$ cat src/rtl/push_pkg.sv
// Shared types and constants for the push-button conditioning slice:
// per-button FSM states, board button indices and a small sizing helper.
package push_pkg;

    typedef enum logic [1:0] {
        IDLE        = 2'd0,
        PRESS_DEB   = 2'd1,
        HELD        = 2'd2,
        RELEASE_DEB = 2'd3
    } btn_state_e;

    localparam int BTN_ARRIBA = 0;
    localparam int BTN_ABAJO  = 1;
    localparam int BTN_IZQ    = 2;
    localparam int BTN_DER    = 3;
    localparam int BTN_CENTRO = 4;

    function automatic int unsigned push_max(input int unsigned a, input int unsigned b);
        return (a > b) ? a : b;
    endfunction

endpackage

$ cat src/rtl/push_conditioner_if.sv
// Button bundle between the raw board pins and the conditioned push_* consumers.
// The slave modport is the conditioner side.
interface push_conditioner_if #(
    parameter int N_BTN = 5
);
    logic [N_BTN-1:0] btn_raw;
    logic [N_BTN-1:0] btn_level;
    logic [N_BTN-1:0] btn_pulse;
    logic             btn_any;

    modport master (output btn_raw, input btn_level, input btn_pulse, input btn_any);
    modport slave  (input btn_raw, output btn_level, output btn_pulse, output btn_any);
endinterface

$ cat src/rtl/push_debounce_fsm.sv
// One button: 2-flop synchroniser, debounce FSM and, when PUSH_AUTOREPEAT_EN is
// defined, the auto-repeat counter with lockout hold.
module push_debounce_fsm
    import push_pkg::*;
#(
    parameter int unsigned DEB_CYCLES    = 1000000,
    parameter int unsigned REPEAT_DELAY  = 50000000,
    parameter int unsigned REPEAT_PERIOD = 10000000
) (
    input  logic clk,
    input  logic Reset,
    input  logic btn_raw,
    input  logic repeat_en,
    input  logic lockout,
    output logic level,
    output logic pulse,
    output logic pulse_nxt,
    output logic held
);
    localparam int unsigned DEB_W = $clog2(DEB_CYCLES) + 1;
    localparam logic [DEB_W-1:0] DEB_LAST = DEB_W'(DEB_CYCLES - 1);

    logic [1:0]       sync_q;
    logic             sync;
    btn_state_e       state_q, state_d;
    logic [DEB_W-1:0] deb_q, deb_d;
    logic             level_d;
    logic             press;

    // NOTE: sequential state uses <= so every flop samples pre-edge values;
    // blocking = here would make results depend on statement order.
    always_ff @(posedge clk) begin
        if (Reset) sync_q <= '0;
        else       sync_q <= {sync_q[0], btn_raw};
    end
    assign sync = sync_q[1];
    assign held = (state_q == HELD);

    // NOTE: every always_comb output gets a default first; a path that leaves
    // one unassigned would infer a latch.
    always_comb begin
        state_d = state_q;
        deb_d   = deb_q;
        level_d = level;
        press   = 1'b0;
        unique case (state_q)
            IDLE: if (sync) begin
                state_d = PRESS_DEB;
                deb_d   = DEB_W'(1);
            end
            PRESS_DEB: begin
                if (!sync) begin
                    state_d = IDLE;
                    deb_d   = '0;
                end else if (deb_q == DEB_LAST) begin
                    state_d = HELD;
                    deb_d   = '0;
                    level_d = 1'b1;
                    press   = 1'b1;
                end else begin
                    deb_d = deb_q + DEB_W'(1);
                end
            end
            HELD: if (!sync) begin
                state_d = RELEASE_DEB;
                deb_d   = DEB_W'(1);
            end
            RELEASE_DEB: begin
                if (sync) begin
                    state_d = HELD;
                    deb_d   = '0;
                end else if (deb_q == DEB_LAST) begin
                    state_d = IDLE;
                    deb_d   = '0;
                    level_d = 1'b0;
                end else begin
                    deb_d = deb_q + DEB_W'(1);
                end
            end
            default: state_d = IDLE;
        endcase
    end

`ifdef PUSH_AUTOREPEAT_EN
    localparam int unsigned REP_W = $clog2(push_max(REPEAT_DELAY, REPEAT_PERIOD)) + 1;

    logic [REP_W-1:0] rep_q, rep_d, rep_last;
    logic             first_q, first_d;
    logic             rep_fire;

    assign rep_last = first_q ? REP_W'(REPEAT_DELAY - 1) : REP_W'(REPEAT_PERIOD - 1);

    // The counter only advances on cycles spent in HELD with the input still high,
    // so a bounce through RELEASE_DEB freezes the cadence rather than restarting it.
    always_comb begin
        rep_d    = rep_q;
        first_d  = first_q;
        rep_fire = 1'b0;
        if (press) begin
            rep_d   = '0;
            first_d = 1'b1;
        end else if (held && sync && repeat_en) begin
            if (lockout) begin
                rep_d = '0;
            end else if (rep_q == rep_last) begin
                rep_d    = '0;
                first_d  = 1'b0;
                rep_fire = 1'b1;
            end else begin
                rep_d = rep_q + REP_W'(1);
            end
        end
    end

    always_ff @(posedge clk) begin
        if (Reset) begin
            rep_q   <= '0;
            first_q <= 1'b0;
        end else begin
            rep_q   <= rep_d;
            first_q <= first_d;
        end
    end

    assign pulse_nxt = press | rep_fire;
`else
    logic unused_cfg;
    assign unused_cfg = ^{repeat_en, lockout, REPEAT_DELAY, REPEAT_PERIOD};
    assign pulse_nxt  = press;
`endif

    always_ff @(posedge clk) begin
        if (Reset) begin
            state_q <= IDLE;
            deb_q   <= '0;
            level   <= 1'b0;
            pulse   <= 1'b0;
        end else begin
            state_q <= state_d;
            deb_q   <= deb_d;
            level   <= level_d;
            pulse   <= pulse_nxt;
        end
    end

endmodule

$ cat src/rtl/push_conditioner.sv
// Conditions the five board push buttons into clean levels and press/repeat pulses.
// Define PUSH_AUTOREPEAT_EN to build auto-repeat and opposite-direction lockout.
module push_conditioner
    import push_pkg::*;
#(
    parameter int unsigned      N_BTN         = 5,
    parameter int unsigned      DEB_CYCLES    = 1000000,
    parameter int unsigned      REPEAT_DELAY  = 50000000,
    parameter int unsigned      REPEAT_PERIOD = 10000000,
    parameter logic [N_BTN-1:0] REPEAT_MASK   = 'b01111
) (
    input logic               clk,
    input logic               Reset,
    push_conditioner_if.slave bus
);
    logic [N_BTN-1:0] held;
    logic [N_BTN-1:0] lockout;
    logic [N_BTN-1:0] pulse_nxt;
    logic [N_BTN-1:0] level_v;
    logic [N_BTN-1:0] pulse_v;
    logic             any_q;

    // Opposite directions held together cancel each other's repeats.
    always_comb begin
        lockout             = '0;
        lockout[BTN_ARRIBA] = held[BTN_ARRIBA] & held[BTN_ABAJO];
        lockout[BTN_ABAJO]  = held[BTN_ARRIBA] & held[BTN_ABAJO];
        lockout[BTN_IZQ]    = held[BTN_IZQ] & held[BTN_DER];
        lockout[BTN_DER]    = held[BTN_IZQ] & held[BTN_DER];
    end

    for (genvar i = 0; i < N_BTN; i++) begin : g_btn
        push_debounce_fsm #(
            .DEB_CYCLES   (DEB_CYCLES),
            .REPEAT_DELAY (REPEAT_DELAY),
            .REPEAT_PERIOD(REPEAT_PERIOD)
        ) u_fsm (
            .clk      (clk),
            .Reset    (Reset),
            .btn_raw  (bus.btn_raw[i]),
            .repeat_en(REPEAT_MASK[i]),
            .lockout  (lockout[i]),
            .level    (level_v[i]),
            .pulse    (pulse_v[i]),
            .pulse_nxt(pulse_nxt[i]),
            .held     (held[i])
        );
    end

    always_ff @(posedge clk) begin
        if (Reset) any_q <= 1'b0;
        else       any_q <= |pulse_nxt;
    end

    assign bus.btn_level = level_v;
    assign bus.btn_pulse = pulse_v;
    assign bus.btn_any   = any_q;

endmodule

$ cat src/flat_wrapper.sv
// flat-port wrapper written by rule: the top's interface ports become plain ports
module push_conditioner_flat import push_pkg::*;
#(
    parameter int unsigned      N_BTN         = 5,
    parameter int unsigned      DEB_CYCLES    = 1000000,
    parameter int unsigned      REPEAT_DELAY  = 50000000,
    parameter int unsigned      REPEAT_PERIOD = 10000000,
    parameter logic [N_BTN-1:0] REPEAT_MASK   = 'b01111
)
  (clk, Reset, bus_btn_raw, bus_btn_level, bus_btn_pulse, bus_btn_any);
  push_conditioner_if #(.N_BTN(N_BTN)) bus_i ();
  input logic clk;
  input logic Reset;
  input wire logic [$bits(bus_i.btn_raw)-1:0] bus_btn_raw;
  output wire logic [$bits(bus_i.btn_level)-1:0] bus_btn_level;
  output wire logic [$bits(bus_i.btn_pulse)-1:0] bus_btn_pulse;
  output wire logic [$bits(bus_i.btn_any)-1:0] bus_btn_any;
  assign bus_i.btn_raw = bus_btn_raw;
  assign bus_btn_level = bus_i.btn_level;
  assign bus_btn_pulse = bus_i.btn_pulse;
  assign bus_btn_any = bus_i.btn_any;
  push_conditioner #(.N_BTN(N_BTN), .DEB_CYCLES(DEB_CYCLES), .REPEAT_DELAY(REPEAT_DELAY), .REPEAT_PERIOD(REPEAT_PERIOD), .REPEAT_MASK(REPEAT_MASK)) u_core (.clk(clk), .Reset(Reset), .bus(bus_i));
endmodule
$ cat config.mk
export PLATFORM = sky130hd
export DESIGN_NAME = push_conditioner_flat
export DESIGN_NICKNAME = d
export VERILOG_FILES = /design/src/rtl/push_pkg.sv /design/src/rtl/push_conditioner_if.sv /design/src/rtl/push_debounce_fsm.sv /design/src/rtl/push_conditioner.sv /design/src/flat_wrapper.sv
export SDC_FILE = /design/constraint.sdc
export NUM_CORES = 1
export LEC_CHECK = 0
export ABC_AREA = 1
export ABC_CLOCK_PERIOD_IN_PS = 4810
export CORE_MARGIN = 1.5
export CORE_UTILIZATION = 43
export CTS_CLUSTER_SIZE = 8
export DETAILED_ROUTE_END_ITERATION = 7
export GPL_TIMING_DRIVEN = 1
export SYNTH_ARGS = -nofsm -noshare
export SYNTH_HDL_FRONTEND = slang
export SYNTH_SLANG_ARGS = --single-unit
export TNS_END_PERCENT = 1
$ cat constraint.sdc
create_clock -name clk -period 4.81 [get_ports clk]
set_input_delay 0.962 -clock clk [delete_from_list [all_inputs] [get_ports clk]]
set_output_delay 0.962 -clock clk [all_outputs]
set_load 0.1 [all_outputs]
==> impl_metrics.tcl <==
set metrics [dict create \
    run_status "finished, final reports clean" \
    placedInstanceArea_um2 7930 \
    critPathRequiredTime_ps 3850 \
    layout_worst_path_cycle_share 0.592 \
    synth_nets 1225 \
    std_cell_rows 48 \
    insertedDiodeCount 0 \
    avgViaCountPerCell 4.89 \
    worst_clock_skew_ps 7.32 \
    number_of_antenna_violating_nets_in_the_routed_design 0 \
    synth_unique_cells 45 \
    holdWs_ps 400 \
    synthDominantCellAreaShare 0.354 \
    layout-drive-gt1-share 0.0854 \
    detailedRoute.firstPassIterationCount 4 \
    final_gp_congestion 0.839 \
    timing_max_transition_violations_final 0 \
    drt_iter0_drc 371 \
    vias_in_the_first_global_route 6499 \
    worstMarginPinSlew_ps 967 \
    design.core.area_um2 17400 \
    final_common_cell "sky130_fd_sc_hd__nand2_1" \
    synth_area_leader_cell "sky130_fd_sc_hd__dfxtp_1" \
    cts_buffers 17 \
    post_cts_resized 0 \
    synth_edf_count 0 \
    clock_tree.htree_level_count 4 \
    timing.setup.critical_path_class "reg2out" \
    ys_seq_area_frac 0.354 \
    wl_mm 17.1 \
    report.final.hold_viol_count 0 \
    synth_ff_type "sky130_fd_sc_hd__dfxtp_1" \
    layout_setup_ws_ps 1960 \
    fin_area_um2 8460 \
    final_cell_mix "sky130_fd_sc_hd__nand2_1 (338), sky130_fd_sc_hd__nor2_1 (169), sky130_fd_sc_hd__inv_1 (166), sky130_fd_sc_hd__dfxtp_1 (136), sky130_fd_sc_hd__nand3_1 (90)" \
    buffer_ports.inserted 17 \
    yosys_register_bits 136 \
    cpMaxStageDelayCell "sky130_fd_sc_hd__clkdlybuf4s50_1" \
    grt_start_max_net_pins 68 \
    vdd_ir_drop_max_mv 0.260 \
    die_outline_area_um2 18700 \
    io-pin-count 18 \
    rsz0062_at_grt "no" \
    grt_pass1_wl_mm 30.1 \
    route.detailed.wl_per_inst_um 11.7 \
    gr-usage-all-layers 0.200 \
    die_width_um 137 \
    crit_fanout 2 \
    clock-root-buffer "sky130_fd_sc_hd__clkbuf_16" \
    cts_sinks 136 \
    synthArstFlopShare 0 \
    tritoncts "built" \
    synth_top_cells_by_area "sky130_fd_sc_hd__dfxtp_1 (35%), sky130_fd_sc_hd__nand2_1 (17%), sky130_fd_sc_hd__nor2_1 (8.3%), sky130_fd_sc_hd__inv_1 (8.1%), sky130_fd_sc_hd__nand3_1 (5.9%)" \
    dpl.hpwl_mm 11.9 \
    hold_path.class "reg2reg" \
    detailedPlace.worstSlack_ps 2400 \
    number_of_warnings_reported_in_the_yosys_synthesis_log 0 \
    achievable-frequency_ghz 0.351 \
    cts_post_setup_buffers_inserted 0 \
    crit_path_max_incr_delay_ps 1130 \
    post-place-cells 1423 \
    gr-total-overflow 0 \
    crit_chain "clkdlybuf4s50_1" \
    power-per-cell-area_nw_per_um2 287 \
    cp-end-kind "primary output" \
    final_cells 1455 \
    relSlewSlack 0.354 \
    fin_crit_ps 2850 \
    syn_to_final_growth_pct 10.1 \
    clock_latency_ps 420 \
    clk_pin_slew_ps 50 \
    critical_path.n_buffers_inverters 1 \
    post_synth_inst_count 1213 \
    dieHeight_um 137 \
    tns_ps 0 \
    initial_core_util 0.443 \
    final_count_of_negative_setup_slack_endpoints 0 \
    clockBufferDepth 2 \
    routed-via-count 7117 \
    syn-cell-area_um2 7690 \
    total_of_max_cap_violations 0 \
    worstSetupStartpointType "flip-flop" \
    num-nets-final 1229 \
    worst-endpoint-arrival_ps 1890 \
    drc_errors_left 0 \
    total_leakage_power_nw 3.08 \
    holdBufCountCts 0 \
    average_cell_area_after_synthesis_um2 6.34 \
    critical-path-top-delay-family "buffers and inverters" \
    number_of_antenna_violations_at_the_first_check_in_global_routing 0 \
]
[metal layers]
metal / up-vias / track usage / wire length (µm)
met3: 16 / 0.0400 / 495
met5: - / 0 / 0
met4: 0 / 0.0686 / 195
met2: 86 / 0.332 / 7820
met1: 3169 / 0.258 / 8590
li1: 3846 / - / -
[state kept, by name, indices dropped and copies added, names as in the netlist, named ones only]
register / cells
u_core.bus.btn_any: 1
u_core.g_btn.u_fsm.deb_q: 105
u_core.g_btn.u_fsm.level: 5
u_core.g_btn.u_fsm.pulse: 5
u_core.g_btn.u_fsm.state_q: 5
u_core.g_btn.u_fsm.sync_q: 10
[through the flow]
stage,total power [mW],utilization
after floorplan,1.26,-
after global placement,1.29,0.457
after detailed placement,1.29,0.457
after CTS,2.47,0.488
after global routing,2.53,0.488
final,2.43,0.488
[final timing paths]
path / startpoint / end / slack (ps) / cells after the start
setup / recovery: u_core.g_btn[2].u_fsm.level$_SDFFE_PP0P_ / bus_btn_level[2] / 1960 / 1
hold / removal: u_core.g_btn[4].u_fsm.sync_q[0]$_SDFF_PP0_ / u_core.g_btn[4].u_fsm.sync_q[1]$_SDFF_PP0_ / 400 / 2
setup reg to reg: flip-flop / u_core.g_btn[0].u_fsm.deb_q[15]$_SDFFE_PP0P_ / 2890 / 10
hold reg to reg: u_core.g_btn[4].u_fsm.sync_q[0]$_SDFF_PP0_ / u_core.g_btn[4].u_fsm.sync_q[1]$_SDFF_PP0_ / 400 / 2
[area by class of cell]
cell class	count	area, µm²
clock inverters	9	50.0
well taps	225	282
multi-input cells	872	4100
flip-flops and latches	136	2720
repair buffers	19	180
inverters	171	646
clock buffers	23	478
fillers	1783	8890
[power breakdown]
| group | leakage (nW) | internal (mW) | switching, mW |
|---|---|---|---|
| registers | 1.10 | 1.14 | 0.0118 |
| clock network | 0.262 | 0.691 | 0.478 |
| logic | 1.72 | 0.0254 | 0.0833 |
[cells by family after synthesis]
kind of cell	after synthesis	share of synthesized area
flip-flops	136	0.354
AND/OR/NAND/NOR	700	0.398
XOR/XNOR	11	0.0125
adder cells (fa/ha/maj)	5	0.00814
buffers and inverters	205	0.112
AO/OA/AOI/OAI	155	0.114
multiplexers	1	0.00130
[cell usage after synthesis, types with 3 or more instances]
| cell | n |
|---|---|
| sky130_fd_sc_hd__nor3_1 | 18 |
| sky130_fd_sc_hd__nand3_2 | 10 |
| sky130_fd_sc_hd__buf_2 | 6 |
| sky130_fd_sc_hd__nand4_1 | 23 |
| sky130_fd_sc_hd__nand2_2 | 17 |
| sky130_fd_sc_hd__buf_4 | 13 |
| sky130_fd_sc_hd__a21oi_1 | 70 |
| sky130_fd_sc_hd__ha_1 | 5 |
| sky130_fd_sc_hd__clkbuf_1 | 9 |
| sky130_fd_sc_hd__xor2_1 | 8 |
| sky130_fd_sc_hd__o21bai_1 | 4 |
| sky130_fd_sc_hd__nor2_4 | 6 |
| sky130_fd_sc_hd__nand2_1 | 338 |
| sky130_fd_sc_hd__o21ai_1 | 5 |
| sky130_fd_sc_hd__nand3_1 | 90 |
| sky130_fd_sc_hd__o21ai_2 | 4 |
| sky130_fd_sc_hd__dfxtp_1 | 136 |
| sky130_fd_sc_hd__o22ai_1 | 6 |
| sky130_fd_sc_hd__o21ai_0 | 45 |
| sky130_fd_sc_hd__inv_1 | 166 |
| sky130_fd_sc_hd__xnor2_1 | 3 |
| sky130_fd_sc_hd__or2_2 | 6 |
| sky130_fd_sc_hd__o211ai_1 | 3 |
| sky130_fd_sc_hd__nor2_1 | 169 |
| sky130_fd_sc_hd__a21oi_2 | 11 |
| sky130_fd_sc_hd__nor2_2 | 14 |
| sky130_fd_sc_hd__nand3b_1 | 3 |
[worst min-delay path, cell delays in order, from the launching register on]
cell and delay, ps:
sky130_fd_sc_hd__dfxtp_1 290, sky130_fd_sc_hd__inv_1 40, sky130_fd_sc_hd__nor2_1 30
Note: power is estimated with default switching activity, not from simulation.
